<file path="config.mk">
export PLATFORM = sky130hd
export DESIGN_NAME = bus_sys_mem_copy_master_flat
export DESIGN_NICKNAME = d
export VERILOG_FILES = /design/src/rtl/bus_sys_mem_copy_master_if.sv /design/src/rtl/bus_sys_mem_copy_master.sv /design/src/flat_wrapper.sv
export SDC_FILE = /design/constraint.sdc
export NUM_CORES = 1
export LEC_CHECK = 0
export CAP_MARGIN = 30
export CORE_MARGIN = 3
export CORE_UTILIZATION = 40
export CTS_CLUSTER_DIAMETER = 200
export DETAILED_ROUTE_END_ITERATION = 7
export GPL_ROUTABILITY_DRIVEN = 0
export PLACE_DENSITY = 0.62
export SETUP_SLACK_MARGIN = 0.05
export SLEW_MARGIN = 20
export SYNTH_ARGS = -nofsm -noshare
export SYNTH_HDL_FRONTEND = slang
export SYNTH_SLANG_ARGS = --single-unit
</file>
<file path="constraint.sdc">
create_clock -name clk -period 7.2 [get_ports clk]
set_clock_uncertainty 0.2 [all_clocks]
set_input_delay 0.72 -clock clk [delete_from_list [all_inputs] [get_ports clk]]
set_output_delay 0.72 -clock clk [all_outputs]
set_load 0.005 [all_outputs]
</file>
<file path="src/rtl/bus_sys_mem_copy_master_if.sv">
// Bus bundle for bus_sys_mem_copy_master.
// Carries the command handshake, the status outputs and the memory port.
//   master modport : copy engine view (drives memory strobes and status)
//   slave modport  : command issuer / memory view
interface bus_sys_mem_copy_master_if #(
    parameter int ADDR_W = 18,
    parameter int DATA_W = 32
);
    logic                  cmd_valid;
    logic                  cmd_ready;
    logic [ADDR_W-1:0]     cmd_src;
    logic [ADDR_W-1:0]     cmd_dst;
    logic [ADDR_W-1:0]     cmd_len;
    logic                  busy;
    logic                  done;
    logic                  err;
    logic [ADDR_W-1:0]     address;
    logic                  chipselect;
    logic                  write;
    logic [DATA_W/8-1:0]   byteenable;
    logic [DATA_W-1:0]     writedata;
    logic                  clken;
    logic                  reset_req;
    logic [DATA_W-1:0]     readdata;
    logic                  miscompare;

    modport master (
        input  cmd_valid, cmd_src, cmd_dst, cmd_len, readdata,
        output cmd_ready, busy, done, err, address, chipselect, write,
               byteenable, writedata, clken, reset_req, miscompare
    );

    modport slave (
        output cmd_valid, cmd_src, cmd_dst, cmd_len, readdata,
        input  cmd_ready, busy, done, err, address, chipselect, write,
               byteenable, writedata, clken, reset_req, miscompare
    );
endinterface

</file>
<file path="src/rtl/bus_sys_mem_copy_master.sv">
// Word-by-word memory copy engine on a latency-1 memory port.
// A command (src, dst, len) is range- and overlap-checked on accept, then each
// word is read (RD), captured (CAP) and written (WR) in ascending order.
// Optional macro BUS_SYS_COPY_VERIFY_EN adds a read-back (RDV) and compare
// (CMP) per word, setting the sticky miscompare flag on a difference.
// Ports:
//   clk   : rising-edge clock
//   reset : synchronous, active-low
//   bus   : master modport of bus_sys_mem_copy_master_if (command handshake,
//           busy/done/err/miscompare status, memory address/strobes/data)
module bus_sys_mem_copy_master #(
    parameter int ADDR_W    = 18,
    parameter int DATA_W    = 32,
    parameter int MEM_DEPTH = 163840
) (
    input  logic                              clk,
    input  logic                              reset,
    bus_sys_mem_copy_master_if.master         bus
);
    localparam logic [2:0] ST_IDLE = 3'd0;
    localparam logic [2:0] ST_RD   = 3'd1;
    localparam logic [2:0] ST_CAP  = 3'd2;
    localparam logic [2:0] ST_WR   = 3'd3;
    localparam logic [2:0] ST_DONE = 3'd4;
`ifdef BUS_SYS_COPY_VERIFY_EN
    localparam logic [2:0] ST_RDV  = 3'd5;
    localparam logic [2:0] ST_CMP  = 3'd6;
    localparam logic [2:0] ST_LAST = ST_CMP;
`else
    localparam logic [2:0] ST_LAST = ST_WR;
`endif

    localparam logic [ADDR_W:0] DEPTH_LIM = (ADDR_W+1)'(MEM_DEPTH);

    logic [2:0]        state;
    logic              err_r;
    logic [ADDR_W-1:0] src_ptr;
    logic [ADDR_W-1:0] dst_ptr;
    logic [ADDR_W-1:0] cnt;
    logic [DATA_W-1:0] hold;

    logic              accept;
    logic              last_word;
    logic              range_err;
    logic [ADDR_W:0]   src_end;
    logic [ADDR_W:0]   dst_end;

    assign accept    = bus.cmd_valid && bus.cmd_ready;
    assign last_word = (cnt == ADDR_W'(1));

    // One extra bit so end addresses never wrap before the depth compare.
    assign src_end   = {1'b0, bus.cmd_src} + {1'b0, bus.cmd_len};
    assign dst_end   = {1'b0, bus.cmd_dst} + {1'b0, bus.cmd_len};
    // A forward-overlapping destination would read words already overwritten.
    assign range_err = (src_end > DEPTH_LIM) || (dst_end > DEPTH_LIM) ||
                       ((bus.cmd_dst > bus.cmd_src) && ({1'b0, bus.cmd_dst} < src_end));

    always_ff @(posedge clk) begin
        if (!reset) begin
            state <= ST_IDLE;
            err_r <= 1'b0;
        end else begin
            case (state)
                ST_IDLE: begin
                    if (accept) begin
                        if (bus.cmd_len == '0) begin
                            err_r <= 1'b0;
                            state <= ST_DONE;
                        end else if (range_err) begin
                            err_r <= 1'b1;
                            state <= ST_DONE;
                        end else begin
                            err_r <= 1'b0;
                            state <= ST_RD;
                        end
                    end
                end
                ST_RD:   state <= ST_CAP;
                ST_CAP:  state <= ST_WR;
`ifdef BUS_SYS_COPY_VERIFY_EN
                ST_WR:   state <= ST_RDV;
                ST_RDV:  state <= ST_CMP;
                ST_CMP:  state <= last_word ? ST_DONE : ST_RD;
`else
                ST_WR:   state <= last_word ? ST_DONE : ST_RD;
`endif
                ST_DONE: state <= ST_IDLE;
                default: state <= ST_IDLE;
            endcase
        end
    end

    // Datapath registers carry no reset; they are reloaded on every accept.
    always_ff @(posedge clk) begin
        if (accept) begin
            src_ptr <= bus.cmd_src;
            dst_ptr <= bus.cmd_dst;
            cnt     <= bus.cmd_len;
        end else if (state == ST_LAST) begin
            src_ptr <= src_ptr + ADDR_W'(1);
            dst_ptr <= dst_ptr + ADDR_W'(1);
            cnt     <= cnt - ADDR_W'(1);
        end
        if (state == ST_CAP) begin
            hold <= bus.readdata;
        end
    end

`ifdef BUS_SYS_COPY_VERIFY_EN
    logic mc_r;

    always_ff @(posedge clk) begin
        if (!reset) begin
            mc_r <= 1'b0;
        end else if (accept) begin
            mc_r <= 1'b0;
        end else if ((state == ST_CMP) && (bus.readdata != hold)) begin
            mc_r <= 1'b1;
        end
    end

    assign bus.miscompare = reset && mc_r;
`else
    assign bus.miscompare = 1'b0;
`endif

    // Outputs are gated by reset so an access in flight is dropped at once,
    // before the memory can sample it on the reset edge.
    always_comb begin
        bus.chipselect = 1'b0;
        bus.write      = 1'b0;
        bus.address    = '0;
        bus.writedata  = '0;
        if (reset) begin
            case (state)
                ST_RD: begin
                    bus.chipselect = 1'b1;
                    bus.address    = src_ptr;
                end
                ST_WR: begin
                    bus.chipselect = 1'b1;
                    bus.write      = 1'b1;
                    bus.address    = dst_ptr;
                    bus.writedata  = hold;
                end
`ifdef BUS_SYS_COPY_VERIFY_EN
                ST_RDV: begin
                    bus.chipselect = 1'b1;
                    bus.address    = dst_ptr;
                end
`endif
                default: ;
            endcase
        end
    end

    assign bus.cmd_ready  = reset && (state == ST_IDLE);
    assign bus.busy       = reset && (state != ST_IDLE);
    assign bus.done       = reset && (state == ST_DONE);
    assign bus.err        = bus.done && err_r;
    assign bus.byteenable = '1;
    assign bus.clken      = 1'b1;
    assign bus.reset_req  = 1'b0;

endmodule

</file>
<file path="src/flat_wrapper.sv">
// flat-port wrapper written by rule: the top's interface ports become plain ports
module bus_sys_mem_copy_master_flat 
#(
    parameter int ADDR_W    = 18,
    parameter int DATA_W    = 32,
    parameter int MEM_DEPTH = 163840
)
  (clk, reset, bus_cmd_valid, bus_cmd_src, bus_cmd_dst, bus_cmd_len, bus_readdata, bus_cmd_ready, bus_busy, bus_done, bus_err, bus_address, bus_chipselect, bus_write, bus_byteenable, bus_writedata, bus_clken, bus_reset_req, bus_miscompare);
  bus_sys_mem_copy_master_if #(.ADDR_W(ADDR_W), .DATA_W(DATA_W)) bus_i ();
  input  logic clk;
  input  logic reset;
  input wire logic [$bits(bus_i.cmd_valid)-1:0] bus_cmd_valid;
  input wire logic [$bits(bus_i.cmd_src)-1:0] bus_cmd_src;
  input wire logic [$bits(bus_i.cmd_dst)-1:0] bus_cmd_dst;
  input wire logic [$bits(bus_i.cmd_len)-1:0] bus_cmd_len;
  input wire logic [$bits(bus_i.readdata)-1:0] bus_readdata;
  output wire logic [$bits(bus_i.cmd_ready)-1:0] bus_cmd_ready;
  output wire logic [$bits(bus_i.busy)-1:0] bus_busy;
  output wire logic [$bits(bus_i.done)-1:0] bus_done;
  output wire logic [$bits(bus_i.err)-1:0] bus_err;
  output wire logic [$bits(bus_i.address)-1:0] bus_address;
  output wire logic [$bits(bus_i.chipselect)-1:0] bus_chipselect;
  output wire logic [$bits(bus_i.write)-1:0] bus_write;
  output wire logic [$bits(bus_i.byteenable)-1:0] bus_byteenable;
  output wire logic [$bits(bus_i.writedata)-1:0] bus_writedata;
  output wire logic [$bits(bus_i.clken)-1:0] bus_clken;
  output wire logic [$bits(bus_i.reset_req)-1:0] bus_reset_req;
  output wire logic [$bits(bus_i.miscompare)-1:0] bus_miscompare;
  assign bus_i.cmd_valid = bus_cmd_valid;
  assign bus_i.cmd_src = bus_cmd_src;
  assign bus_i.cmd_dst = bus_cmd_dst;
  assign bus_i.cmd_len = bus_cmd_len;
  assign bus_i.readdata = bus_readdata;
  assign bus_cmd_ready = bus_i.cmd_ready;
  assign bus_busy = bus_i.busy;
  assign bus_done = bus_i.done;
  assign bus_err = bus_i.err;
  assign bus_address = bus_i.address;
  assign bus_chipselect = bus_i.chipselect;
  assign bus_write = bus_i.write;
  assign bus_byteenable = bus_i.byteenable;
  assign bus_writedata = bus_i.writedata;
  assign bus_clken = bus_i.clken;
  assign bus_reset_req = bus_i.reset_req;
  assign bus_miscompare = bus_i.miscompare;
  bus_sys_mem_copy_master #(.ADDR_W(ADDR_W), .DATA_W(DATA_W), .MEM_DEPTH(MEM_DEPTH)) u_core (.clk(clk), .reset(reset), .bus(bus_i));
endmodule
</file>
==> results of run 1 <==
[worst register-to-register path, cell delays in order (launching register included)]
cell and delay [ps]:
dfxtp_1 310, buf_4 250, nor3_1 500, nand2_4 70, buf_4 270, buf_16 250
nand2_2 450, buf_4 530
[logic make-up after synthesis]
logic type,count (synthesis),synth area share
other,2,0.000981
and+or+nand+nor,306,0.201
DFF,90,0.348
muxes,23,0.0304
xor gates and xnor gates,71,0.0812
buffers and inverters,78,0.0441
AOI/OAI and AO/OA,190,0.168
adders and majority gates,76,0.126
[layout make-up]
cell class / count / area (um2)
fill: 1775 / 8770
multi-input combinational: 673 / 4690
sequential: 90 / 2660
timing repair buffer: 150 / 1510
tap: 229 / 287
clock buffer: 9 / 225
inverter: 44 / 165
clock inverter: 7 / 76.3
[report_power, final]
part | internal [mW] | switching [mW] | leakage (nW)
clock | 0.249 | 0.243 | 0.149
combinational | 0.220 | 0.270 | 2.72
sequential | 0.624 | 0.0298 | 0.820
total | 1.09 | 0.543 | 3.69
[Yosys cell counts (23+ instances only)]
| cell type | number |
|---|---|
| a21oi_1 | 73 |
| and2_1 | 34 |
| clkbuf_1 | 23 |
| edfxtp_1 | 86 |
| ha_1 | 74 |
| inv_1 | 44 |
| nand2_1 | 54 |
| nand3_1 | 27 |
| nor2_1 | 99 |
| xnor2_1 | 43 |
| xor2_1 | 28 |
[path summary, 6_finish.rpt]
| kind | startpoint | to | slack (ps) | depth (start not counted) |
|---|---|---|---|---|
| setup / recovery | bus_cmd_len[0] | u_core.state[2]$_SDFFE_PN0P_ | 2110 | 18 |
| hold / removal | u_core.err_r$_SDFFE_PN0P_ | u_core.err_r$_SDFFE_PN0P_ | 250 | 2 |
| setup reg to reg | u_core.state[1]$_SDFFE_PN0P_ | u_core.src_ptr[17]$_DFFE_PP_ | 4010 | 7 |
| hold reg to reg | u_core.err_r$_SDFFE_PN0P_ | u_core.err_r$_SDFFE_PN0P_ | 250 | 2 |
[registers in the layout, summed over array words and instances (netlist names)]
name	count
u_core.hold	32
u_core.dst_ptr	18
u_core.state	3
u_core.err_r	1
u_core.cnt	18
u_core.src_ptr	18
[layer usage]
metal  global-route usage  up-vias  share of wire
met1                0.289     3044           0.47
met5                    0        -              0
met2                0.318      218           0.45
met3               0.0407       22          0.062
met4               0.0481        0          0.018
li1                     -     3310              -
==> reports/metrics.csv, run 1 <==
stage;metric;value;unit
status;status;finished, final reports clean;
global_routing;grt_antenna_before_repair;0;
power;power.static_leakage;3.69;nW
synth;netlist_area;7650;um2
cells_and_area;final_antenna_diode_count;0;
synth;largest_area_contributor_in_the_netlist;edfxtp_1;
cts;tritoncts_clock_tree;done;
cells_and_area;post-route-util;0.523;
setup_path;chain_of_cells_forming_the_critical_path;clkdlybuf4s50_1 -> ha_1 -> fa_1 -> a211oi_2 -> o21ai_2 -> a21oi_1 -> nand2_1 -> xnor2_1 -> ha_1 -> and4_1 -> nand3_1 -> o21ai_0 -> a221oi_1 -> o311ai_1 -> o221ai_1 -> a2111oi_2 -> a21oi_1 -> a21o_1;
cts;clock_latency_reported_for_the_late_side_of_the_worst_skew_pair;360;ps
floorplanning;die_h;144;um
setup_path;worst_path_max_delay_cell;a2111oi_2;
placed_design;post-place-cells;1185;
placed_design;port_buffers;144;
timing;post-route-min-period;5090;ps
cells_and_area;layout.cells.most_common_list;144 x clkdlybuf4s50_1, 99 x nor2_1, 86 x edfxtp_1;
cells_and_area;finalNetCount;1133;
floorplanning;design.die.area;20800;um2
timing;slew_headroom;0.451;
cells_and_area;area.growth.synth_to_final;25.6;%
global_routing;grt_start_max_net_pins;75;
timing;fmax;0.196;GHz
cts;cts_setup_buffers;0;
cts;postCtsResizedCells;0;
setup_path;worst_setup_path_start_kind;input pin;
placed_design;dp_hpwl;16900;um
hold_path;worst_hold_path_type;register to register;
routing;detailedRoute.firstIterationViolations;478;
flow_run;max-cap-violations;0;
global_routing;grt.total_usage;0.203;
timing;fin_max_slew_vios;0;
timing;timing.hold.ws;248;ps
floorplanning;dieWidth;144;um
global_routing;grt_pass1_vias;6202;
cts;cts.reportedPaths.clkPinSlew;70;ps
floorplanning;initial_utilization;0.416;
setup_path;worst_ep_arrival_time;5140;ps
global_routing;grt.overflow.total;0;
timing;rsz0062_at_grt;no;
power;vdd.ir_drop.worst;0.114;mV
synth;ys_seq_area_frac;0.348;
cts;clock-root-buffer;clkbuf_16;
timing;totalNegativeSetupSlack;0;ps
synth;synth_cells;836;
placed_design;dpl-instance-area;9300;um2
floorplanning;boundaryPins;152;
floorplanning;design.core.area;18400;um2
setup_path;critPathKind;input pin to register;
cells_and_area;share_of_post_route_cells_with_drive_strength_above_1;0.0534;
synth;synth_enable_flop_cells;86;
timing;post-route-worst-setup-slack;2110;ps
power;pd_cells;170;nW/um2
cts;cts_max_path_buffers;2;
routing;finalWirelength;21300;um
synth;synthDistinctLibCells;74;
global_routing;grt_pass1_wl;33200;um
synth;synth_top_flop_cell;edfxtp_1;
setup_path;critical_path.max_fanout;5;
synth;synth_area_leaders;edfxtp_1 34%, ha_1 12%, xnor2_1 4.9%, nor2_1 4.9%, a21oi_1 4.8%;
setup_path;worstSetupEndpointType;register;
cells_and_area;design_area;9620;um2
setup_path;crit_family;compound AO/OA/AOI/OAI gates;
synth;post-synth-top-area-fraction;0.337;
setup_path;crit_required;7250;ps
power;design_power_total;1.64;mW
timing;final_min_period_over_clock_period;0.707;
cells_and_area;final_cells;1202;
cells_and_area;mostFrequentLayoutCell;clkdlybuf4s50_1;
cts;post_cts_hold_buffer_count;0;
routing;detail_route.first_pass.iterations;5;
routing;wl_per_cell;17.7;um
cts;clkSinkCount;90;
routing;routed-via-count;6594;
synth;syn_avg_cell_area;9.16;um2
placed_design;placement.setup.worst_slack;1800;ps
synth;synthesis.yosys.warnings;0;
cts;htreeDepth;3;
synth;ys_async_sr_fraction;0;
floorplanning;fp-row-count;49;
routing;detail-route-antenna-nets;0;
timing;report.final.setup_viol;0;
setup_path;critPathMaxStageDelay;580;ps
routing;routed_via_density;5.49;
cts;numCtsBuffers;9;
synth;ys_seq_elements;90;
routing;drt_drc_violations_left;0;
timing;hold_viol_final;0;
setup_path;worstPathBufferInverterCount;1;
timing;worstMarginPinSlew;816;ps
(Power assumes the default switching activity.)
==> run 2, diff against run 1 <==
- clock period: 7.2 -> 4.75 ns (I/O delays scaled with it)
==> reports/metrics.csv, run 2 (synthesized netlist as in run 1, its figures left out) <==
stage;metric;value;unit;change
cts;postCtsResizedCells;0;;unchanged
power;design_power_total;2.57;mW;+57%
hold_path;min-delay-start;u_core.err_r$_SDFFE_PN0P_;;
power;pd_cells;258;nW/um2;+51%
setup_path;worst_setup_path_start_kind;input pin;;
setup_path;worst_ep_arrival_time;4550;ps;-590 ps
global_routing;grt_pass1_vias;6306;;+1.7%
global_routing;grt.overflow.total;0;;unchanged
cts;cts.reportedPaths.clkPinSlew;70;ps;about the same
timing;timing.hold.ws;256;ps;+7.75 ps
floorplanning;design.core.area;18400;um2;unchanged
routing;routed-via-count;6772;;+2.7%
cts;tritoncts_clock_tree;done;;
status;status;finished, final reports clean;;
cts;cts_setup_buffers;0;;unchanged
timing;fin_max_slew_vios;0;;unchanged
setup_path;crit_family;compound AO/OA/AOI/OAI gates;;
timing;totalNegativeSetupSlack;0;ps;unchanged
cts;clkSinkCount;90;;unchanged
routing;wl_per_cell;17.5;um;-1.1%
routing;detail_route.first_pass.iterations;5;;unchanged
cells_and_area;ff_latch_area;2660;um2;unchanged
flow_run;max-cap-violations;0;;unchanged
cts;htreeDepth;3;;unchanged
cts;post_cts_hold_buffer_count;0;;unchanged
floorplanning;fp-row-count;49;;unchanged
routing;drt_drc_violations_left;0;;unchanged
cells_and_area;biggest_register;u_core.hold;;
cells_and_area;final.fill_count;1713;;-3.5%
cells_and_area;post-route-util;0.543;;+0.0197
global_routing;grt_antenna_before_repair;0;;unchanged
timing;report.final.setup_viol;0;;unchanged
cells_and_area;finalNetCount;1177;;+3.9%
hold_path;min_delay_worst_endpoint;u_core.err_r$_SDFFE_PN0P_;;
setup_path;worstPathBufferInverterCount;1;;unchanged
placed_design;dp_hpwl;17300;um;+2.6%
floorplanning;dieWidth;144;um;unchanged
cells_and_area;largest_register_ffs;32;;unchanged
setup_path;worst_path_max_delay_cell;clkdlybuf4s50_1;;
hold_path;worst_hold_path_type;register to register;;
cells_and_area;multi_input_comb_area;4720;um2;+0.69%
cts;clock-root-buffer;clkbuf_16;;
power;vdd.ir_drop.worst;0.175;mV;+54%
power;power.static_leakage;3.91;nW;+5.9%
timing;hold_viol_final;0;;unchanged
floorplanning;die_h;144;um;unchanged
timing;worstMarginPinSlew;823;ps;+6.17 ps
hold_path;hold_depth;2;;unchanged
timing;final_min_period_over_clock_period;0.939;;
cells_and_area;design_area;9980;um2;+3.8%
cells_and_area;area.growth.synth_to_final;30.4;%;
setup_path;chain_of_cells_forming_the_critical_path;clkdlybuf4s50_1 -> ha_2 -> fa_1 -> a211oi_2 -> o21ai_2 -> a21oi_2 -> nand2_1 -> xnor2_2 -> ha_1 -> and4_1 -> a221oi_1 -> o21ai_1 -> a221oi_2 -> o311ai_1 -> o221ai_1 -> a2111oi_4 -> or3b_1 -> a21boi_1;;
cells_and_area;final_antenna_diode_count;0;;unchanged
setup_path;crit_required;4840;ps;-2410 ps
setup_path;critical_path.max_fanout;4;;-1
routing;detail-route-antenna-nets;0;;unchanged
setup_path;r2r-start;u_core.cnt[2]$_DFFE_PP_;;
cells_and_area;mostFrequentLayoutCell;clkdlybuf4s50_1;;
timing;post-route-min-period;4460;ps;
timing;slew_headroom;0.447;;-0.00415
placed_design;port_buffers;144;;unchanged
global_routing;grt.total_usage;0.208;;+0.00492
setup_path;critPathMaxStageDelay;450;ps;-130 ps
routing;detailedRoute.firstIterationViolations;460;;-3.8%
global_routing;grt_pass1_wl;33900;um;+1.9%
placed_design;dpl-instance-area;9610;um2;+3.3%
setup_path;worst_reg2reg_path_length_in_cells;6;;-1
cells_and_area;share_of_post_route_cells_with_drive_strength_above_1;0.0983;;+0.0449
timing;fmax;0.224;GHz;
cts;cts_max_path_buffers;2;;unchanged
cts;clock_latency_reported_for_the_late_side_of_the_worst_skew_pair;360;ps;about the same
floorplanning;design.die.area;20800;um2;unchanged
setup_path;worstSetupEndpointType;register;;
setup_path;rrSetupSlack;1660;ps;-2350 ps
routing;routed_via_density;5.43;;-0.93%
setup_path;rr_endpoint;u_core.cnt[16]$_DFFE_PP_;;
floorplanning;boundaryPins;152;;unchanged
timing;rsz0062_at_grt;no;;
cells_and_area;layout.cells.most_common_list;144 x clkdlybuf4s50_1, 99 x nor2_1, 86 x edfxtp_1;;
floorplanning;initial_utilization;0.416;;unchanged
cts;numCtsBuffers;9;;unchanged
global_routing;grt_start_max_net_pins;72;;-4.0%
routing;finalWirelength;21800;um;+2.5%
setup_path;critPathKind;input pin to register;;
## run 2: worst max-delay path by stage
stage	startpoint	endpoint	slack, ps	cells after the start
6_report	bus_cmd_src[0]	u_core.err_r$_SDFFE_PN0P_	290	18
5_1_grt	bus_cmd_src[0]	u_core.err_r$_SDFFE_PN0P_	70	18
4_1_cts	bus_cmd_src[0]	u_core.state[2]$_SDFFE_PN0P_	100	18
3_5_place_dp	bus_cmd_src[0]	u_core.state[2]$_SDFFE_PN0P_	-250	18
3_3_place_gp	bus_cmd_src[0]	u_core.state[2]$_SDFFE_PN0P_	-80	18
2_1_floorplan	bus_cmd_len[0]	u_core.err_r$_SDFFE_PN0P_	610	17
## run 2: power breakdown
part / switching (mW) / total (mW) / internal (mW)
Combinational: 0.424 / 0.793 / 0.369
Sequential: 0.0451 / 0.992 / 0.947
Clock: 0.361 / 0.785 / 0.425
## run 2: area by class of cell
| type | instances | share of cell area |
|---|---|---|
| clock buffer | 9 | 0.0226 |
| clock inverter | 7 | 0.00953 |
| inverter | 44 | 0.0165 |
| multi-input combinational | 673 | 0.473 |
| sequential | 90 | 0.267 |
| tap | 229 | 0.0287 |
| timing repair buffer | 194 | 0.183 |
## run 2: per-stage QoR
stage	worst slack, ps	cells
global placement	-80.7	1229
global route	68.1	1246
floorplan	608	841
finish	290	1246
detailed placement	-250	1229
CTS	96.9	1245
## run 2: worst min-delay path, cell delays in order (launching register included)
cell      delay [ps]
dfxtp_1          310
nand2_1           50
a21boi_1          50
## run 2: routing by layer
metal,global-route usage,routed length (um)
met1,0.287,9960
met2,0.343,10100
met4,0.0545,395
met3,0.0294,1370
met5,0,0
